$ cat src/rtl/uart_input_handler.sv
// UART command-frame receiver: 'L' + 24 hex chars + CR/LF becomes command/address/data
// words, which are offered to the wishbone master with a valid/ready handshake.
module uart_input_handler #(
  parameter logic [7:0] START_CHAR     = 8'h4C,
  parameter int         TIMEOUT_CYCLES = 1000000,
  parameter int         TIMEOUT_WIDTH  = 20
) (
  input  logic        clk,
  input  logic        rst,
  input  logic [7:0]  uart_byte,
  input  logic        byte_en,
  output logic [31:0] command,
  output logic [31:0] address,
  output logic [31:0] data,
  output logic        command_valid,
  input  logic        master_ready,
  output logic        frame_error,
  output logic        overrun,
  output logic        busy
);

  localparam logic [2:0] IDLE      = 3'd0;
  localparam logic [2:0] READ_CMD  = 3'd1;
  localparam logic [2:0] READ_ADDR = 3'd2;
  localparam logic [2:0] READ_DATA = 3'd3;
  localparam logic [2:0] WAIT_EOL  = 3'd4;
  localparam logic [2:0] HOLD      = 3'd5;

  localparam logic [TIMEOUT_WIDTH-1:0] TIMEOUT_LAST = TIMEOUT_WIDTH'(TIMEOUT_CYCLES - 1);

  logic [2:0]               state;
  logic [2:0]               nib_cnt;
  logic [TIMEOUT_WIDTH-1:0] timer;
  logic                     hex_ok;
  logic [3:0]               hex_val;
  logic                     is_start;
  logic                     is_eol;
  logic                     in_frame;
  logic                     timed_out;

  // NOTE: every variable gets a default before the if-chain, so no path leaves one unassigned (no latch).
  always_comb begin
    hex_ok  = 1'b1;
    hex_val = 4'h0;
    if (uart_byte >= 8'h30 && uart_byte <= 8'h39)
      hex_val = uart_byte[3:0];
    else if (uart_byte >= 8'h61 && uart_byte <= 8'h66)
      hex_val = 4'(uart_byte - 8'h57);
    else if (uart_byte >= 8'h41 && uart_byte <= 8'h46)
      hex_val = 4'(uart_byte - 8'h37);
    else
      hex_ok = 1'b0;
  end

  assign is_start  = (uart_byte == START_CHAR);
  assign is_eol    = (uart_byte == 8'h0D) || (uart_byte == 8'h0A);
  assign in_frame  = (state == READ_CMD) || (state == READ_ADDR) ||
                     (state == READ_DATA) || (state == WAIT_EOL);
  assign timed_out = !byte_en && (timer == TIMEOUT_LAST);
  assign busy      = (state != IDLE);

  // NOTE: sequential state uses non-blocking assignments so every register sees pre-edge values.
  always_ff @(posedge clk) begin
    if (rst) begin
      state         <= IDLE;
      nib_cnt       <= 3'd0;
      timer         <= '0;
      command       <= 32'h0;
      address       <= 32'h0;
      data          <= 32'h0;
      command_valid <= 1'b0;
      frame_error   <= 1'b0;
      overrun       <= 1'b0;
    end else begin
      frame_error <= 1'b0;
      overrun     <= 1'b0;

      if (in_frame && !byte_en)
        timer <= timer + 1'b1;
      else
        timer <= '0;

      case (state)
        IDLE: begin
          if (byte_en && is_start) begin
            state   <= READ_CMD;
            nib_cnt <= 3'd0;
          end
        end

        READ_CMD, READ_ADDR, READ_DATA: begin
          if (byte_en) begin
            if (hex_ok) begin
              case (state)
                READ_CMD:  command <= {command[27:0], hex_val};
                READ_ADDR: address <= {address[27:0], hex_val};
                default:   data    <= {data[27:0], hex_val};
              endcase
              // nib_cnt wraps to 0 on the 8th nibble, ready for the next word
              nib_cnt <= nib_cnt + 3'd1;
              if (nib_cnt == 3'd7) begin
                case (state)
                  READ_CMD:  state <= READ_ADDR;
                  READ_ADDR: state <= READ_DATA;
                  default:   state <= WAIT_EOL;
                endcase
              end
            end else if (is_start) begin
              state   <= READ_CMD;
              nib_cnt <= 3'd0;
            end else begin
              frame_error <= 1'b1;
              state       <= IDLE;
            end
          end else if (timed_out) begin
            frame_error <= 1'b1;
            state       <= IDLE;
          end
        end

        WAIT_EOL: begin
          if (byte_en) begin
            if (is_eol) begin
              state         <= HOLD;
              command_valid <= 1'b1;
            end else if (is_start) begin
              state   <= READ_CMD;
              nib_cnt <= 3'd0;
            end else begin
              frame_error <= 1'b1;
              state       <= IDLE;
            end
          end else if (timed_out) begin
            frame_error <= 1'b1;
            state       <= IDLE;
          end
        end

        HOLD: begin
          // The UART is never stalled: anything arriving now is dropped and flagged.
          overrun <= byte_en;
          if (master_ready) begin
            command_valid <= 1'b0;
            state         <= IDLE;
          end
        end

        default: begin
          state         <= IDLE;
          command_valid <= 1'b0;
        end
      endcase
    end
  end

endmodule

$ cat config.mk
export PLATFORM = sky130hd
export DESIGN_NAME = uart_input_handler
export DESIGN_NICKNAME = d
export VERILOG_FILES = /design/src/rtl/uart_input_handler.sv
export SDC_FILE = /design/constraint.sdc
export NUM_CORES = 1
export LEC_CHECK = 0
export CAP_MARGIN = 30
export CORE_UTILIZATION = 50
export CTS_BUF_LIST = sky130_fd_sc_hd__clkbuf_16
export DETAILED_ROUTE_END_ITERATION = 10
export GPL_ROUTABILITY_DRIVEN = 1
export GPL_TIMING_DRIVEN = 0
export PLACE_DENSITY = 0.79
export SLEW_MARGIN = 20
export SYNTH_ARGS = -nofsm -noshare
export SYNTH_HDL_FRONTEND = slang
export SYNTH_SLANG_ARGS = --single-unit
$ cat constraint.sdc
create_clock -name clk -period 2.9 [get_ports clk]
set_clock_uncertainty 0.05 [all_clocks]
set_input_delay 0.87 -clock clk [delete_from_list [all_inputs] [get_ports clk]]
set_output_delay 0.87 -clock clk [all_outputs]
set_load 0.01 [all_outputs]
== Word level (Yosys, flattened, before mapping) ==
Index checks and enable logic that the tools add are counted.

* Flip-flop bits (word level): 125
* Logic and storage cells: 100

* Add/sub/neg operators: 4
* Magnitude comparators: 6
* Equality and inequality tests: 17
* Muxes and demuxes: 35
* Bitwise gates (word level): 4
* Reductions and logical operators: 25

{| class="wikitable"
|+ Operators by type and width
! kind !! number
|-
| two-way mux 3 bit || 14
|-
| adder 20 x 1 -> 20 bit, second input constant || 1
|-
| equality test 20 bit, second input constant || 1
|-
| equality test 8 x 4 -> 1 bit, second input constant || 2
|-
| >= comparator 8 x 7 -> 1 bit, second input constant || 2
|-
| <= comparator 8 x 7 -> 1 bit, second input constant || 2
|-
| AND reduction 4 bit || 4
|-
| two-way mux 1 bit || 13
|-
| two-way mux 4 bit || 3
|-
| != test 2 bit, second input constant || 6
|-
| case mux 3 bit (4 select lines) || 1
|-
| equality test 3 bit, second input constant || 3
|-
| case mux 3 bit (3 select lines) || 1
|-
| equality test 8 x 7 -> 1 bit, second input constant || 1
|-
| >= comparator 8 x 6 -> 1 bit, second input constant || 1
|-
| <= comparator 8 x 6 -> 1 bit, second input constant || 1
|-
| subtractor 4 x 3 -> 4 bit, second input constant || 2
|-
| equality test 3 x 2 -> 1 bit, second input constant || 2
|-
| logical AND 1 bit || 6
|-
| case mux 3 bit (2 select lines) || 1
|-
| nonzero test 3 bit || 2
|-
| OR reduction 2 bit || 3
|-
| AND reduction 5 bit || 1
|-
| logical OR 1 bit || 4
|-
| other kinds (11) || 14
|}

== Longest topological paths before layout ==
* Depth after elaboration: 8
* Depth in mapped cells: 9
* Mapped depth without buffers: 7

== Worst setup path before layout ==
OpenSTA, ideal clock, no wires.

* Path type: in2reg
* From: input port uart_byte[0]
* To: register command[3]
* Arrival time: 2,390 ps
* Data required time: 2,778 ps
* Path slack: 388 ps
* Cell stages on the path: 9
* Buffers on the path: 2
* Path through: inv_1 > ha_1 > nor3b_2 > a21o_1 > nor3_4 > and3_4 > buf_12 > buf_12 > mux2i_1

* Word-level cells in the longest chain between the ends: 6

{| class="wikitable"
|+ Ends and longest elaborated chain
! what !! RTL line !! RTL
|-
| start, declared || 10 || <nowiki>input logic [7:0] uart_byte,</nowiki>
|-
| >= comparator 8 x 7 -> 1 bit or <= comparator 8 x 7 -> 1 bit (tied branches) || 49 || <nowiki>else if (uart_byte >= 8'h41 && uart_byte <= 8'h46)</nowiki>
|-
| logical AND 1 bit || 49 ||
|-
| two-way mux 1 bit || 49 ||
|-
| two-way mux 1 bit || 47 || <nowiki>else if (uart_byte >= 8'h61 && uart_byte <= 8'h66)</nowiki>
|-
| two-way mux 1 bit || 45 || <nowiki>if (uart_byte >= 8'h30 && uart_byte <= 8'h39)</nowiki>
|-
| AND reduction 4 bit (no line) || -- ||
|-
| end signal, assigned || 95 || <nowiki>READ_CMD: command <= {command[27:0], hex_val};</nowiki>
|-
| end, declared || 12 || <nowiki>output logic [31:0] command,</nowiki>
|}

Several ways; a longest one is shown, not always the timed one.
A chain may end at the register's enable or synchronous reset.

== Worst setup path in the final report ==
* From: input port uart_byte[0]
* To: register command[1]

Same word-level chain as after synthesis.

==> metrics.md <==
| Metric | Value |
|---|---|
| Number of flops mapped to enable cells by yosys | 0 |
| Syn Nets | 585 |
| DP Worst Slack | -0.574 ns |
| Worst VDD drop | 0.359 mV |
| Grt total ovfl | 0 |
| Placeable Area | 9910 um2 |
| First-pass GRT wire length | 20400 um |
| Ports | 112 |
| FF-to-FF path depth | 5 |
| Die H | 104 um |
| Clock slew at reported path FFs | 0.05 ns |
| Slew Limit Fails | 0 |
| # setup viols final | 0 |
| Antenna Cells | 0 |
| Commonest non-fill, non-tap cell in the layout | dfxtp_1 |
| Ys Warns | 0 |
| P&R area growth vs syn | 37.1% |
| Sink of the worst hold path | address[29]$_SDFFE_PP0P_ |
| Setup ws final | 0.0886 ns |
| CTS Root Cell | clkbuf_16 |
| Status | completed |
| Detailed Route WL | 12300 um |
| Clock Path Buffers | 2 |
| CTS tree | built |
| Share of cells above drive strength 1 | 9.15% |
| Placed Instances | 808 |
| WP data arrival | 3.06 ns |
| Post-route insts no fill | 843 |
| Hold Crit Depth | 2 |
| DRC | 0 |
| Synth top area cells | dfxtp_1 48%, mux2i_1 12%, nand2_1 7.4% |
| Top_reg_cell synth | dfxtp_1 |
| Crit path max fanout | 10 |
| Antenna viol nets, final | 0 |
| Yosys cell types | 58 |
| Sequential area share after synthesis | 48.1% |
| Min Tclk post-route | 2.81 ns |
| # port buffers | 109 |
| CTS sink count | 125 |
| Fmax achieved | 0.356 GHz |
| Initial core utilization | 52.5% |
| Max-Cap Viols | 0 |
| Class of the worst hold path | register to register |
| Syn Std Cell Area | 5200 um2 |
| Routability cong. | 0.940 |
| P_leak | 2.67 nW |
| Worst-Margin Slew | 0.879 ns |
| Commonest cells after routing, fill and taps aside | 125 x dfxtp_1, 108 x clkdlybuf4s50_1, 102 x nand2_1 |
| Setup CP Type | primary input to register |
| Drt pass-1 iters | 4 |
| Clock H-tree levels | 4 |
| Number of hold violations in the final report | 0 |
| Syn Area/Cell | 9.19 um2 |
| Slew HR | 40.9% |
| HPWL after detailed placement | 8790 um |
| Std-Cell Rows | 36 |
| Pwr per Cell Area | 570 nW/um2 |
| Critical path required time | 3.15 ns |
| Worst r2r dst | frame_error$_SDFF_PP0_ |
| Startpoint Class | primary input |
| Die W | 104 um |
| Final #Nets | 716 |
| Ys async rst share | 0% |
| Vias | 4514 |
| Initial antenna violation count | 0 |
| Area leader, netlist | dfxtp_1 |
| Via density | 5.35 |
| Critical Path End Type | register |
| Total CTS buffers | 17 |
| Post-Synthesis Cells | 566 |
| R2r startpoint | timer[0]$_SDFF_PP0_ |
| Tot GR Track Use | 23.2% |
| Min-delay src | address[29]$_SDFFE_PP0P_ |
| Register bit total from synthesis | 125 |
| Final worst-path cycle share | 96.9% |
| Post-Route Utilization | 72.0% |
| Vias in the first global route | 4286 |
| Iteration-0 DRC Markers | 188 |
| Clk_lat worst skew | 0.40 ns |
| DR WL/cell | 14.6 um |
| Synth top area share | 48.1% |
| Largest net degree at the start of global routing | 17 |
| FF-to-FF setup slack | 0.77 ns |
| Total die area | 10800 um2 |
worst max-delay path: stages:
cell	delay [ns]
clkdlybuf4s50_1	0.57
inv_2	0.07
ha_2	0.22
nor3b_4	0.17
a21o_1	0.20
nor3_4	0.18
and3_4	0.22
buf_12	0.14
buf_12	0.15
mux2i_1	0.26
area by class of cell:
class	instances	area [um2]
fill	754	2780
inverter	13	48.8
clock buffer	17	425
sequential	125	2500
clock inverter	15	195
multi-input combinational	394	2470
tap	133	166
timing repair buffer	112	1120
buffer	34	205
synth_stat cells, drive strengths merged, types with 3 or more instances:
cell	instances
xnor2	8
a211oi	6
and2	3
mux2i	61
nor4b	3
or2	3
and3	7
nor2	52
nor3b	5
inv	13
nor4	4
o31ai	4
buf	15
nor2b	3
xor2	10
o21ai	13
o21a	3
clkbuf	19
nand4	8
nand3	19
or4	4
nor3	10
nand2	102
ha	7
a21oi	33
dfxtp	125
per-stage QoR:
step	hold WS, ns	TNS (ns)	total power [mW]	area, um2
3_5_place_dp	0.399	-39.93	1.89	6460
3_3_place_gp	0.390	-30.69	1.89	6460
2_1_floorplan	0.380	0	1.84	5200
5_1_grt	0.427	-0.0135	4.19	7130
6_report	0.408	0	4.06	7130
4_1_cts	0.408	0	4.08	7110
cells by family after synthesis:
| kind of cell | synth area share, % |
|---|---|
| adders and majority gates | 1.68 |
| buffers and inverters | 4.84 |
| xor gates and xnor gates | 3.03 |
| muxes | 12.0 |
| and+or+nand+nor | 21.0 |
| AOI/OAI and AO/OA | 9.41 |
| DFF | 48.1 |
report_power, final:
part	internal, mW	switching [mW]	total, mW	leakage, nW
Clock	1.43	0.767	2.20	0.293
Sequential	1.72	0.00233	1.72	1.01
Combinational	0.0500	0.0886	0.139	1.37
Total	3.20	0.858	4.06	2.67
worst max-delay path by stage:
stage	startpoint	endpoint	slack, ns
global placement	uart_byte[0]	address[3]$_SDFFE_PP0P_	-0.45
detailed placement	uart_byte[0]	address[1]$_SDFFE_PP0P_	-0.57
finish	uart_byte[0]	command[1]$_SDFFE_PP0P_	0.09
global route	uart_byte[0]	command[1]$_SDFFE_PP0P_	-0.01
CTS	uart_byte[0]	address[30]$_SDFFE_PP0P_	0.006
floorplan	uart_byte[0]	command[3]$_SDFFE_PP0P_	0.39
state kept, by name, summed over array words and instances (netlist names):
signal,flops
address,32
command_valid,1
nib_cnt,3
timer,20
overrun,1
data,32
state,3
frame_error,1
command,32
per-layer routing:
metal | vias up | share of wire [%] | global-route usage [%]
li1 | 2228 | - | -
met1 | 2124 | 46 | 30.1
met2 | 149 | 48 | 37.6
met3 | 13 | 4.8 | 5.51
met4 | 0 | 0.94 | 8.37
met5 | - | 0 | 0
repair_timing:
action / CTS / global route
hold buffers: 0 / 0
setup endpoints to repair: 48 / 81
endpoints found under the hold margin: 0 / 0
setup buffers: 3 / 0
resized for setup: 2 / 9
pin swaps: 2 / 3
Note: power is estimated with default switching activity, not from simulation.
